$ cat src/rtl/watchdog_multi.sv
// Multi-channel heartbeat watchdog. Each channel counts clock cycles since its
// last restart and raises warning/triggered flags as the count approaches and
// reaches the timeout. An optional early window flags heartbeats that arrive
// too soon. A seconds-remaining readout for one selected channel and a
// saturating trip counter are provided for telemetry.
module watchdog_multi #(
    parameter int NUM_CH      = 4,
    parameter int CLK_FREQ    = 125_000_000,
    parameter int TIMEOUT_SEC = 5,
    parameter int WARN_PCT    = 80,
    parameter int WINDOW_PCT  = 0,
    parameter int STICKY      = 0,
    parameter int CNT_W       = 32,
    localparam int SEL_W      = (NUM_CH > 1) ? $clog2(NUM_CH) : 1
) (
    input  logic              clk,
    input  logic              rstn,
    input  logic [NUM_CH-1:0] enable,
    input  logic [NUM_CH-1:0] heartbeat,
    input  logic [NUM_CH-1:0] force_reset,
    input  logic [SEL_W-1:0]  sel,
    output logic [NUM_CH-1:0] triggered,
    output logic [NUM_CH-1:0] warning,
    output logic [NUM_CH-1:0] early_fault,
    output logic              any_triggered,
    output logic [7:0]        time_remaining,
    output logic [7:0]        trip_count
);

    // Thresholds are computed in 64 bits so large clock rates cannot overflow
    // before the percentage division.
    localparam logic [63:0] TIMEOUT_64 = 64'(CLK_FREQ) * 64'(TIMEOUT_SEC);
    localparam logic [63:0] WARN_64    = TIMEOUT_64 * 64'(WARN_PCT) / 64'd100;
    localparam logic [63:0] WINDOW_64  = TIMEOUT_64 * 64'(WINDOW_PCT) / 64'd100;
    localparam logic [63:0] FREQ_64    = 64'(CLK_FREQ);

    localparam logic [CNT_W-1:0] TIMEOUT_CYCLES = TIMEOUT_64[CNT_W-1:0];
    localparam logic [CNT_W-1:0] WARNING_CYCLES = WARN_64[CNT_W-1:0];
    localparam logic [CNT_W-1:0] WINDOW_CYCLES  = WINDOW_64[CNT_W-1:0];
    localparam logic [CNT_W-1:0] FREQ_C         = FREQ_64[CNT_W-1:0];
    localparam bit               STICKY_EN      = (STICKY != 0);
    localparam int               SEL_N          = 1 << SEL_W;

    logic [CNT_W-1:0]  cnt_q [NUM_CH];
    logic [CNT_W-1:0]  cnt_d [NUM_CH];
    logic [NUM_CH-1:0] trig_q, trig_d;
    logic [NUM_CH-1:0] warn_q, warn_d;
    logic [NUM_CH-1:0] early_q, early_d;
    logic [7:0]        trip_q, trip_d;
    logic [NUM_CH-1:0] too_early;
    logic [4:0]        rise_cnt;
    logic [8:0]        trip_sum;

    // Window comparison only exists when window mode is configured, so a
    // disabled window never produces a compare against zero.
    generate
        if (WINDOW_PCT != 0) begin : g_win
            // A heartbeat is premature while the count is below the window.
            always_comb begin
                too_early = '0;
                for (int i = 0; i < NUM_CH; i++) begin
                    too_early[i] = (cnt_q[i] < WINDOW_CYCLES);
                end
            end
        end else begin : g_nowin
            assign too_early = '0;
        end
    endgenerate

    // Per-channel next state, highest priority first: disable, software
    // restart, premature heartbeat, heartbeat, timeout hold, count.
    // Warning is held whenever triggered is set so triggered always implies
    // warning, including after a sticky hold or an early fault.
    always_comb begin
        cnt_d   = cnt_q;
        trig_d  = trig_q;
        warn_d  = warn_q;
        early_d = early_q;
        for (int i = 0; i < NUM_CH; i++) begin
            if (!enable[i] || force_reset[i]) begin
                cnt_d[i]   = '0;
                trig_d[i]  = 1'b0;
                warn_d[i]  = 1'b0;
                early_d[i] = 1'b0;
            end else if (heartbeat[i] && too_early[i] && !trig_q[i]) begin
                early_d[i] = 1'b1;
                trig_d[i]  = 1'b1;
                warn_d[i]  = 1'b1;
            end else if (heartbeat[i]) begin
                cnt_d[i]  = '0;
                trig_d[i] = STICKY_EN && trig_q[i];
                warn_d[i] = STICKY_EN && trig_q[i];
            end else if (cnt_q[i] >= TIMEOUT_CYCLES) begin
                trig_d[i] = 1'b1;
                warn_d[i] = 1'b1;
            end else begin
                cnt_d[i]  = cnt_q[i] + CNT_W'(1);
                warn_d[i] = (cnt_q[i] >= WARNING_CYCLES) || trig_q[i];
            end
        end
    end

    // Count every channel whose triggered flag rises this cycle and add the
    // total to the trip counter, clamping at 255.
    always_comb begin
        rise_cnt = '0;
        for (int i = 0; i < NUM_CH; i++) begin
            rise_cnt = rise_cnt + 5'(trig_d[i] & ~trig_q[i]);
        end
        trip_sum = 9'(trip_q) + 9'(rise_cnt);
        trip_d   = (trip_sum > 9'd255) ? 8'hFF : trip_sum[7:0];
    end

    // State registers with asynchronous active-low clear.
    always_ff @(posedge clk or negedge rstn) begin
        if (!rstn) begin
            cnt_q   <= '{default: '0};
            trig_q  <= '0;
            warn_q  <= '0;
            early_q <= '0;
            trip_q  <= '0;
        end else begin
            cnt_q   <= cnt_d;
            trig_q  <= trig_d;
            warn_q  <= warn_d;
            early_q <= early_d;
            trip_q  <= trip_d;
        end
    end

    // Readout tables padded to a power of two; unused select codes are
    // marked invalid so they read as zero.
    logic [CNT_W-1:0] cnt_pad [SEL_N];
    logic [SEL_N-1:0] trig_pad;
    logic [SEL_N-1:0] valid_pad;
    logic [CNT_W-1:0] remaining;
    logic [CNT_W+8:0] secs;

    // Build the padded readout tables.
    always_comb begin
        cnt_pad   = '{default: '0};
        trig_pad  = '0;
        valid_pad = '0;
        for (int i = 0; i < NUM_CH; i++) begin
            cnt_pad[i]   = cnt_q[i];
            trig_pad[i]  = trig_q[i];
            valid_pad[i] = 1'b1;
        end
    end

    // Whole seconds left on the selected channel, clamped to 255 and forced
    // to zero once that channel has triggered.
    always_comb begin
        remaining = (cnt_pad[sel] >= TIMEOUT_CYCLES) ? '0 : (TIMEOUT_CYCLES - cnt_pad[sel]);
        secs      = {9'b0, remaining / FREQ_C};
        time_remaining = 8'd0;
        if (valid_pad[sel] && !trig_pad[sel]) begin
            time_remaining = (secs > (CNT_W+9)'(255)) ? 8'hFF : secs[7:0];
        end
    end

    assign triggered     = trig_q;
    assign warning       = warn_q;
    assign early_fault   = early_q;
    assign any_triggered = |trig_q;
    assign trip_count    = trip_q;

endmodule
$ cat config.mk
export PLATFORM = sky130hd
export DESIGN_NAME = watchdog_multi
export DESIGN_NICKNAME = d
export VERILOG_FILES = /design/src/rtl/watchdog_multi.sv
export SDC_FILE = /design/constraint.sdc
export NUM_CORES = 1
export LEC_CHECK = 0
export BUFFER_PORTS_ARGS = -buffer_cell sky130_fd_sc_hd__buf_2
export CAP_MARGIN = 10
export CORE_UTILIZATION = 40
export DETAILED_ROUTE_END_ITERATION = 12
export PLACE_DENSITY = 0.67
export SYNTH_ARGS = -nofsm -noshare
export SYNTH_HDL_FRONTEND = slang
export SYNTH_SLANG_ARGS = --single-unit
export TNS_END_PERCENT = 30
$ cat constraint.sdc
create_clock -name clk -period 15.75 [get_ports clk]
set_input_delay 0.7875 -clock clk [delete_from_list [all_inputs] [get_ports clk]]
set_output_delay 0.7875 -clock clk [all_outputs]
set_load 0.02 [all_outputs]
# --- Word-level counts from Yosys, hierarchy flattened ---
# Index checks and enable logic that the tools add are counted.
# Widths: inputs -> output; s select.
totals:
  output_inout_bits: 29
  wordCells: 105
  in_bits: 16
  reg_bits: 144
classes:
  reduce_logical: 15
  n_mux: 47
  n_eq_ne: 4
  add_sub_neg: 9
  bitwise: 9
  div_mod_pow: 1
  magnitude_cmp: 13
ops:
  columns: ["op", "n"]
  rows:
  - ["$mux 32", 15]
  - ["$ge 32x30->1 const B", 5]
  - ["$add 32x1->32 const B", 4]
  - ["$ge 32x29->1 const B", 4]
  - ["$bmux 32 s2", 1]
  - ["$div 32x27->32 const B", 1]
  - ["$gt 32x8->1 const B", 1]
  - ["$sub 30x32->32 const A", 1]
  - ["$mux 1", 26]
  - ["$mux 8", 3]
  - ["$and 1x5->5", 4]
  - ["$not 1->5", 4]
  - ["$add 5x5->5", 3]
  - ["$ne 3x3->1 const B", 4]
  - ["$add 8x5->9", 1]
  - ["$gt 9x8->1 const B", 1]
  - ["$logic_or 1x1->1", 8]
  - ["$logic_not 1->1", 5]
  - ["$bmux 1 s2", 2]
  - ["$reduce_or 4->1", 1]
  - ["$ge 3x3->1 const B", 1]
  - ["$lt 2x3->1 const B", 1]
  - ["$not 2->3", 1]
  - ["$logic_and 1x1->1", 1]

# --- Logic depth before layout (Yosys ltp) ---
# Gate-level depths: netlist (run 1).
depth:
  ltp_word: 11
  mapped_depth: 25
  mapped_depth_nobuf: 21

# --- Worst setup path before layout (run 1) ---
# OpenSTA, ideal clock, no wires.
synth_path:
  path_type: "input to output"
  start: "input port sel[0]"
  end: "output port time_remaining[0]"
  stages: 24
  arrival_ns: 6.274
  path_buffers: 4
  required_ns: 14.963
  path_slack_ns: 8.688
  path_cell_list: "buf_6 > buf_12 > buf_12 > mux4_2 > inv_1 > ha_1 > nand2_1 > o22a_1 > o21ai_4 > a211oi_2 > or4_4 > a41oi_2 > nand4b_4 > o2111a_2 > buf_6 > nor2_1 > a21oi_1 > or4_1 > o21ai_1 > a21o_1 > mux2_2 > a211o_1 > o211ai_1 > a22o_1"
synth_between:
  elab_chain_len: 10
  word_cells_on_any_way: 17
  cone_classes: "1 x add/sub; 1 x div; 2 x order compare; 10 x mux; 1 x bitwise; 2 x reduce/logical"
synth_lines:
  columns: ["item", "line", "text"]
  rows:
  - ["start: declaration", "21", "input logic [SEL_W-1:0] sel,"]
  - ["$not 2->3 (implied by the code)", "154", "remaining = (cnt_pad[sel] >= TIMEOUT_CYCLES) ? '0 : (TIMEOUT_CYCLES - cnt_pad[sel]);"]
  - ["$bmux 32 s2", "154", null]
  - ["$mux 32 (implied by the code) (2 in series)", "154", null]
  - ["$sub 30x32->32 / $ge 32x30->1 (equally long branches)", "154", null]
  - ["$mux 32", "154", null]
  - ["$div 32x27->32", "155", "secs = {9'b0, remaining / FREQ_C};"]
  - ["$gt 32x8->1", "158", "time_remaining = (secs > (CNT_W+9)'(255)) ? 8'hFF : secs[7:0];"]
  - ["$mux 8", "158", null]
  - ["$mux 8 *", "157", "if (valid_pad[sel] && !trig_pad[sel]) begin"]
  - ["end: declaration", "26", "output logic [7:0] time_remaining,"]
# Every way passes the cells marked *; elsewhere a longest branch is shown, timed or not. The select of a mux whose other input is x is not followed.

# --- Worst setup path in the final report (run 1) ---
# Same ends and word-level chain as after synthesis.

==> metrics.csv, run 1 <==
stage,metric,value,unit
outcome,status,completed,
power,Pwr Density,68.09,nW/µm²
yosys,synthesized flop and latch total,144,
yosys,Synth top area share,32.69,%
drt,via count,9892,
sta,final setup violating endpoints,0,
yosys,ys flop type,dfrtp_1,
cells_and_area,most frequent cells in the layout,"215 x nor2_1, 144 x dfrtp_1, 104 x nand2_1",
yosys,synthesized instance count,1280,
power,P_leak,4.910,nW
floorplan,Initial Util,40.79,%
yosys,Post-synth EDFFs,0,
yosys,Syn Area/Cell,8.613,µm²
clocking,hold_buf cts,0,
drt,first drt pass iteration count,5,
cells_and_area,Antenna Cells,0,
cells_and_area,nets,1318,
clocking,CTS Buf Count,17,
yosys,"top cells by area, synth","dfrtp_1 33%, nor2_1 7.3%, xor2_1 7.2%, mux4_2 6.3%, xnor2_1 4.1%",
drt,DRC Markers,0,
drt,initial drt markers,1011,
floorplan,Rows,60,
yosys,Ys Warns,0,
cells_and_area,layout cell share with drive strength beyond 1,10.39,%
sta,Worst Skew,0.008575,ns
yosys,Post-Syn Area,11020,µm²
floorplan,Die X,168.0,µm
setup_path,CP Launch Type,primary input,
sta,Final Max Slew Viols,0,
clocking,Max Root-Sink Buffers,2,
setup_path,"Data arrival, critical path",7.75,ns
sta,endpoints failing hold,0,
drt,drt total wl,32160,µm
sta,crit path time final,8.538,ns
global_route,antenna violations before repair,0,
setup_path,Worst EP required,14.96,ns
cells_and_area,"Core Util, Final",44.26,%
global_route,vias in the first global route,9394,
setup_path,Worst Path Max Fanout,34,
global_route,GR Util All Layers,23.48,%
cells_and_area,"most common cell after layout, fill and taps aside",nor2_1,
floorplan,die area,28230,µm²
sta,post-route setup slack,7.212,ns
clocking,CTS tree,built,
sta,setup TNS,0,ns
clocking,H-tree Lvls,4,
global_route,largest net degree at the start of global routing,75,
flow_run,# Max-Cap Violations,0,
sta,Final Cycle Share,54.21,%
sta,FMAX,117.1,MHz
yosys,"Seq/Total Area, Yosys",32.69,%
yosys,Post-Synth XOR/XNOR Area,11.20,%
global_route,gr ovfl total,0,
global_route,first-pass GRT wire length,51920,µm
worst_hold_path,Hold Crit Class,primary input to asynchronous set/reset pin,
place,port buffer count,35,
place,dpl ws,7.266,ns
clocking,Post-CTS Setup Repair Bufs,0,
sta,Max-slew headroom,27.83,%
cells_and_area,area grow syn2layout,8.501,%
floorplan,# IOs,45,
yosys,ys async rst share,100.0,%
yosys,post-synthesis simple-gate area fraction,26.80,%
floorplan,Die Span Y,168.0,µm
yosys,Yosys cell types,86,
clocking,CTS Root Cell,clkbuf_16,
clocking,worst skew pair latency,0.43,ns
yosys,mux cell area share after synthesis,7.615,%
yosys,Synth Area in Compound Gates,15.30,%
yosys,Adder-Cell Fraction of Synth Area,1.952,%
clocking,# resized after CTS,0,
place,Placer Congestion,0.9771,
power,Max IR drop VDD,0.00007162,V
clocking,clk slew on worst S/H paths,0.06,ns
sta,unrepaired setup endpoints after global routing,no,
place,DPL Wire Length,24370,µm
drt,ANT nets after route,0,
yosys,Synth area leader,dfrtp_1,
floorplan,core area,27030,µm²
yosys,largest family of logic cells by synthesized area,simple AND/OR/NAND/NOR gates,
clocking,Clock Sink Count,144,
sta,actual slew at the worst max-slew pin,1.080,ns
drt,DR WL/cell,19.61,µm
setup_path,CP Class,primary input to output port,
setup_path,Crit. End Element,output port,
drt,Vias/cell,6.032,
[registers in the layout, summed over array words and instances, names as in the netlist]
register    cells
triggered       4
cnt_pad       128
warning         4
trip_count      8
[cell type report]
cell class | count | area, µm²
clock buffers | 18 | 439.2
clock inverters | 14 | 155.1
fillers | 2625 | 15060
inverters | 39 | 146.4
multi-input cells | 1043 | 6964
flip-flops and latches | 144 | 3603
well taps | 341 | 426.7
repair buffers | 41 | 226.5
[worst max-delay path, cell delays in order]
cell and delay, ns:
buf_2 0.74, mux4_2 0.67, nor3_1 0.54, a21boi_1 0.27
o211ai_2 0.37, a21oi_1 0.29, a211oi_4 0.49, nand4b_4 0.17
o2111ai_2 0.55, nand2_1 0.41, o22a_1 0.36, or4_1 0.48
o21ai_1 0.40, a21o_1 0.20, mux2_2 0.35, a211o_1 0.29
o211ai_1 0.09, a22o_1 0.14, buf_2 0.15
[metal layers]
metal | up-vias | GRT usage, % | routed length, µm
met3 | 78 | 2.891 | 1677
li1 | 4625 | - | -
met5 | - | 0 | 0
met1 | 4772 | 30.99 | 14130
met4 | 0 | 12.05 | 1454
met2 | 417 | 37.93 | 14900
[per-stage QoR]
stage	total power, W	std cells	hold WS (ns)	instance area, µm²
final	0.0008145	1640	0.3925	11960
after global routing	0.0008387	1640	0.4519	11960
after CTS	0.0008192	1640	0.4177	11960
after detailed placement	0.0004119	1608	0.4719	11370
after global placement	0.0004115	1608	0.4720	11370
after floorplan	0.0004016	1288	0.4543	11050
[path summary, 6_finish.rpt]
kind / startpoint / endpoint / slack (ns) / cells past startpoint
worst min register to register: cnt_pad[94]$_DFFE_PN0P_ / cnt_pad[94]$_DFFE_PN0P_ / 0.49 / 1
max in group asynchronous: rstn / cnt_pad[8]$_DFFE_PN0P_ / 13.96 / 2
worst max-delay path: sel[0] / time_remaining[0] / 7.21 / 19
worst min-delay path: rstn / cnt_pad[95]$_DFFE_PN0P_ / 0.39 / 1
worst max register to register: cnt_pad[114]$_DFFE_PN0P_ / trip_count[0]$_DFF_PN0_ / 10.62 / 20
min in group clk: cnt_pad[94]$_DFFE_PN0P_ / cnt_pad[94]$_DFFE_PN0P_ / 0.49 / 1
[report_power, final]
group / switching [W] / total (W) / internal (W)
combinational: 0.0000232 / 0.0000323 / 0.00000904
sequential: 0.00000135 / 0.000372 / 0.000371
clock: 0.000170 / 0.000410 / 0.000240
[cell families (layout without fill, tap and decap cells)]
kind of cell / count (synthesis) / after routing
xor+xnor: 141 / 141
flops: 144 / 144
simple gates: 596 / 596
compound gates: 238 / 238
other cells: 1 / 9
mux: 43 / 43
buf+inv: 101 / 112
fa+ha+maj: 16 / 16
[cell usage after synthesis (10+ instances only)]
cell type    n
a211oi_1    11
nand2_1    104
xor2_1      90
a21oi_1     53
nor2b_1     18
and4_1      12
a21o_1      10
ha_1        14
a31oi_1     18
or3_1       20
o21ai_0     41
nor3_1      34
o211ai_1    13
buf_4       10
inv_1       39
buf_2       12
mux4_2      31
xnor2_1     51
dfrtp_1    144
nor2_1     215
nor4_1      14
clkbuf_1    33
nand4_1     37
nand3_1     65
and3_1      22
(Power assumes the default switching activity.)
==> inputs of run 2 (changes only) <==
PLACE_DENSITY = 0.69   (was 0.67)
clock period = 6.9 ns   (was 15.75 ns; I/O delays follow)
==> metrics.csv, run 2 (synthesized netlist as in run 1, its figures left out) <==
stage,metric,value,unit,change
cells_and_area,FILL cells,2654,,+1.1%
floorplan,Rows,60,,unchanged
power,Clk pwr share,49.1,%,-1.2 points
global_route,largest net degree at the start of global routing,87,,+16%
power,Pwr Density,148.7,nW/µm²,+120%
outcome,failing checks,negative hold slack,,
worst_hold_path,Hold Crit Class,primary input to asynchronous set/reset pin,,
drt,initial drt markers,992,,-1.9%
cells_and_area,area occupied by multi-input gates,7005,µm²,+0.59%
outcome,status,finished with violations,,
drt,via count,10170,,+2.8%
clocking,Clock Sink Count,144,,unchanged
sta,setup TNS,0,ns,unchanged
setup_path,Crit. End Element,output port,,
sta,crit path time final,6.619,ns,
cells_and_area,area grow syn2layout,11.05,%,
drt,drt total wl,32500,µm,+1.1%
floorplan,# IOs,45,,unchanged
place,Placer Congestion,0.9991,,+2.3%
clocking,worst skew pair latency,0.43,ns,about the same
global_route,first-pass GRT wire length,52430,µm,+0.98%
power,Max IR drop VDD,0.0001368,V,+91%
clocking,CTS Buf Count,17,,unchanged
power,Seq pwr share,46.7,%,+1.0 points
drt,ANT nets after route,0,,unchanged
drt,DR WL/cell,19.41,µm,-1.0%
sta,FMAX,151.1,MHz,
cells_and_area,Largest register FFs,128,,unchanged
setup_path,reg-to-reg endpoint,trip_count[0]$_DFF_PN0_,,
power,P_leak,5.052,nW,+2.9%
setup_path,CP Launch Type,register,,
sta,final setup violating endpoints,0,,unchanged
sta,Max-slew headroom,21.88,%,-6.0 points
cells_and_area,"most common cell after layout, fill and taps aside",nor2_1,,
cells_and_area,register area,3608,µm²,+0.14%
clocking,CTS Root Cell,clkbuf_16,,
global_route,vias in the first global route,9464,,+0.75%
sta,actual slew at the worst max-slew pin,1.161,ns,+0.08091 ns
floorplan,core area,27030,µm²,unchanged
setup_path,Worst EP required,6.55,ns,-8.41 ns
setup_path,r2r setup slk,2.09,ns,-8.53 ns
global_route,gr ovfl total,0,,unchanged
floorplan,Initial Util,40.79,%,unchanged
sta,Final Cycle Share,95.93,%,
clocking,clk slew on worst S/H paths,0.07,ns,about the same
setup_path,"Data arrival, critical path",6.27,ns,-1.48 ns
sta,endpoints failing hold,7,,+7
cells_and_area,nets,1352,,+2.6%
floorplan,die area,28230,µm²,unchanged
floorplan,Die Span Y,168.0,µm,unchanged
global_route,GR Util All Layers,23.51,%,+0.033 points
sta,Final Max Slew Viols,0,,unchanged
setup_path,Reg2Reg Launch Point,cnt_pad[73]$_DFFE_PN0P_,,
drt,Vias/cell,6.072,,+0.67%
power,"Power, Total",0.001820,W,+120%
power,internal power,0.001371,W,+120%
cells_and_area,Antenna Cells,0,,unchanged
flow_run,# Max-Cap Violations,0,,unchanged
drt,first drt pass iteration count,6,,+1
sta,Worst Skew,0.009237,ns,+0.0006621 ns
power,switching portion of total power,24.66,%,+0.76 points
setup_path,Worst R2R Path Depth,20,,unchanged
power,Comb pwr share,4.2,%,+0.2 points
clocking,hold_buf cts,0,,unchanged
setup_path,Worst Path Max Fanout,16,,-53%
floorplan,Die X,168.0,µm,unchanged
clocking,CTS tree,built,,
power,NetSw,0.0004489,W,+130%
cells_and_area,most frequent cells in the layout,"215 x nor2_1, 140 x dfrtp_1, 104 x nand2_1",,
setup_path,CP Class,register to output port,,
clocking,H-tree Lvls,4,,unchanged
drt,DRC Markers,0,,unchanged
cells_and_area,layout cell share with drive strength beyond 1,13.28,%,+2.9 points
sta,Hold WS,-0.02491,ns,-0.4174 ns
place,DPL Wire Length,24370,µm,about the same
place,port buffer count,35,,unchanged
clocking,Max Root-Sink Buffers,2,,unchanged
global_route,antenna violations before repair,0,,unchanged
-- run 2: cell count changes in the layout (fill, tap and decap cells not counted), sizes merged --
cell      before  now
buf           41   75
clkinvlp       4    5
clkbuf        18   19
bufinv         2    1
inv           44   43
-- run 2: worst max-delay path by stage --
stage / start / end / cells past startpoint
finish: cnt_pad[113]$_DFFE_PN0P_ / time_remaining[0] / 21
global route: cnt_pad[32]$_DFFE_PN0P_ / time_remaining[0] / 22
CTS: cnt_pad[96]$_DFFE_PN0P_ / time_remaining[0] / 22
detailed placement: sel[0] / time_remaining[0] / 23
global placement: sel[0] / time_remaining[0] / 23
floorplan: sel[0] / time_remaining[0] / 24
-- run 2: power groups by stage --
stage	combinational (W)	clock, W	sequential, W
floorplan	0.0000512	0	0.000865
global placement	0.0000765	0	0.000865
detailed placement	0.0000777	0	0.000865
CTS	0.0000776	0.000899	0.000850
global route	0.0000870	0.000935	0.000849
finish	0.0000773	0.000893	0.000850
-- run 2: area by class of cell --
class	instances	share of cell area (%)
multi-input cells	1043	57.22
flip-flops and latches	144	29.47
repair buffers	75	4.037
clock buffers	19	3.536
well taps	341	3.485
inverters	39	1.196
clock inverters	13	1.053
-- run 2: layer usage --
metal	track usage (%)	vias up	routed length, µm
li1	-	4697	-
met1	31.95	4930	14270
met2	35.92	450	14370
met3	2.868	88	1962
met4	14.24	0	1896
met5	0	-	0
-- run 2: critical path, stage by stage (launching register included) --
cell and delay, ns:
dfrtp_1 0.49, mux4_2 0.57, nor4_4 0.49, nand3_1 0.14, nor4_1 0.37, and4_1 0.43
nor2_1 0.10, buf_4 0.21, nand2_1 0.09, buf_4 0.16, o2111ai_2 0.31, buf_4 0.29
a22oi_1 0.18, a21oi_1 0.06, or4_1 0.50, o21ai_1 0.22, a21o_1 0.19, mux2_2 0.35
a211o_1 0.29, o211ai_1 0.09, a22o_1 0.14, buf_2 0.16
-- run 2: repair_timing --
| action | in CTS | in global routing |
|---|---|---|
| setup endpoints to repair | 0 | 1 |
| resized for setup | 0 | 17 |
| buffers inserted | 0 | 3 |
| endpoints found under the hold margin | 0 | 0 |
-- run 2: metrics by stage --
stage | area (µm²) | util [%] | instances | setup WS [ns] | hold WS [ns]
after global placement | 11610 | 42.97 | 1639 | 0.4236 | 0.4699
after CTS | 12170 | 45.05 | 1671 | 0.1241 | 0.008551
after detailed placement | 11610 | 42.97 | 1639 | 0.3198 | 0.4715
after global routing | 12240 | 45.30 | 1674 | -0.02061 | 0.04533
final | 12240 | 45.30 | 1674 | 0.2810 | -0.02491
after floorplan | 11050 | - | 1288 | 0.7235 | 0.04941
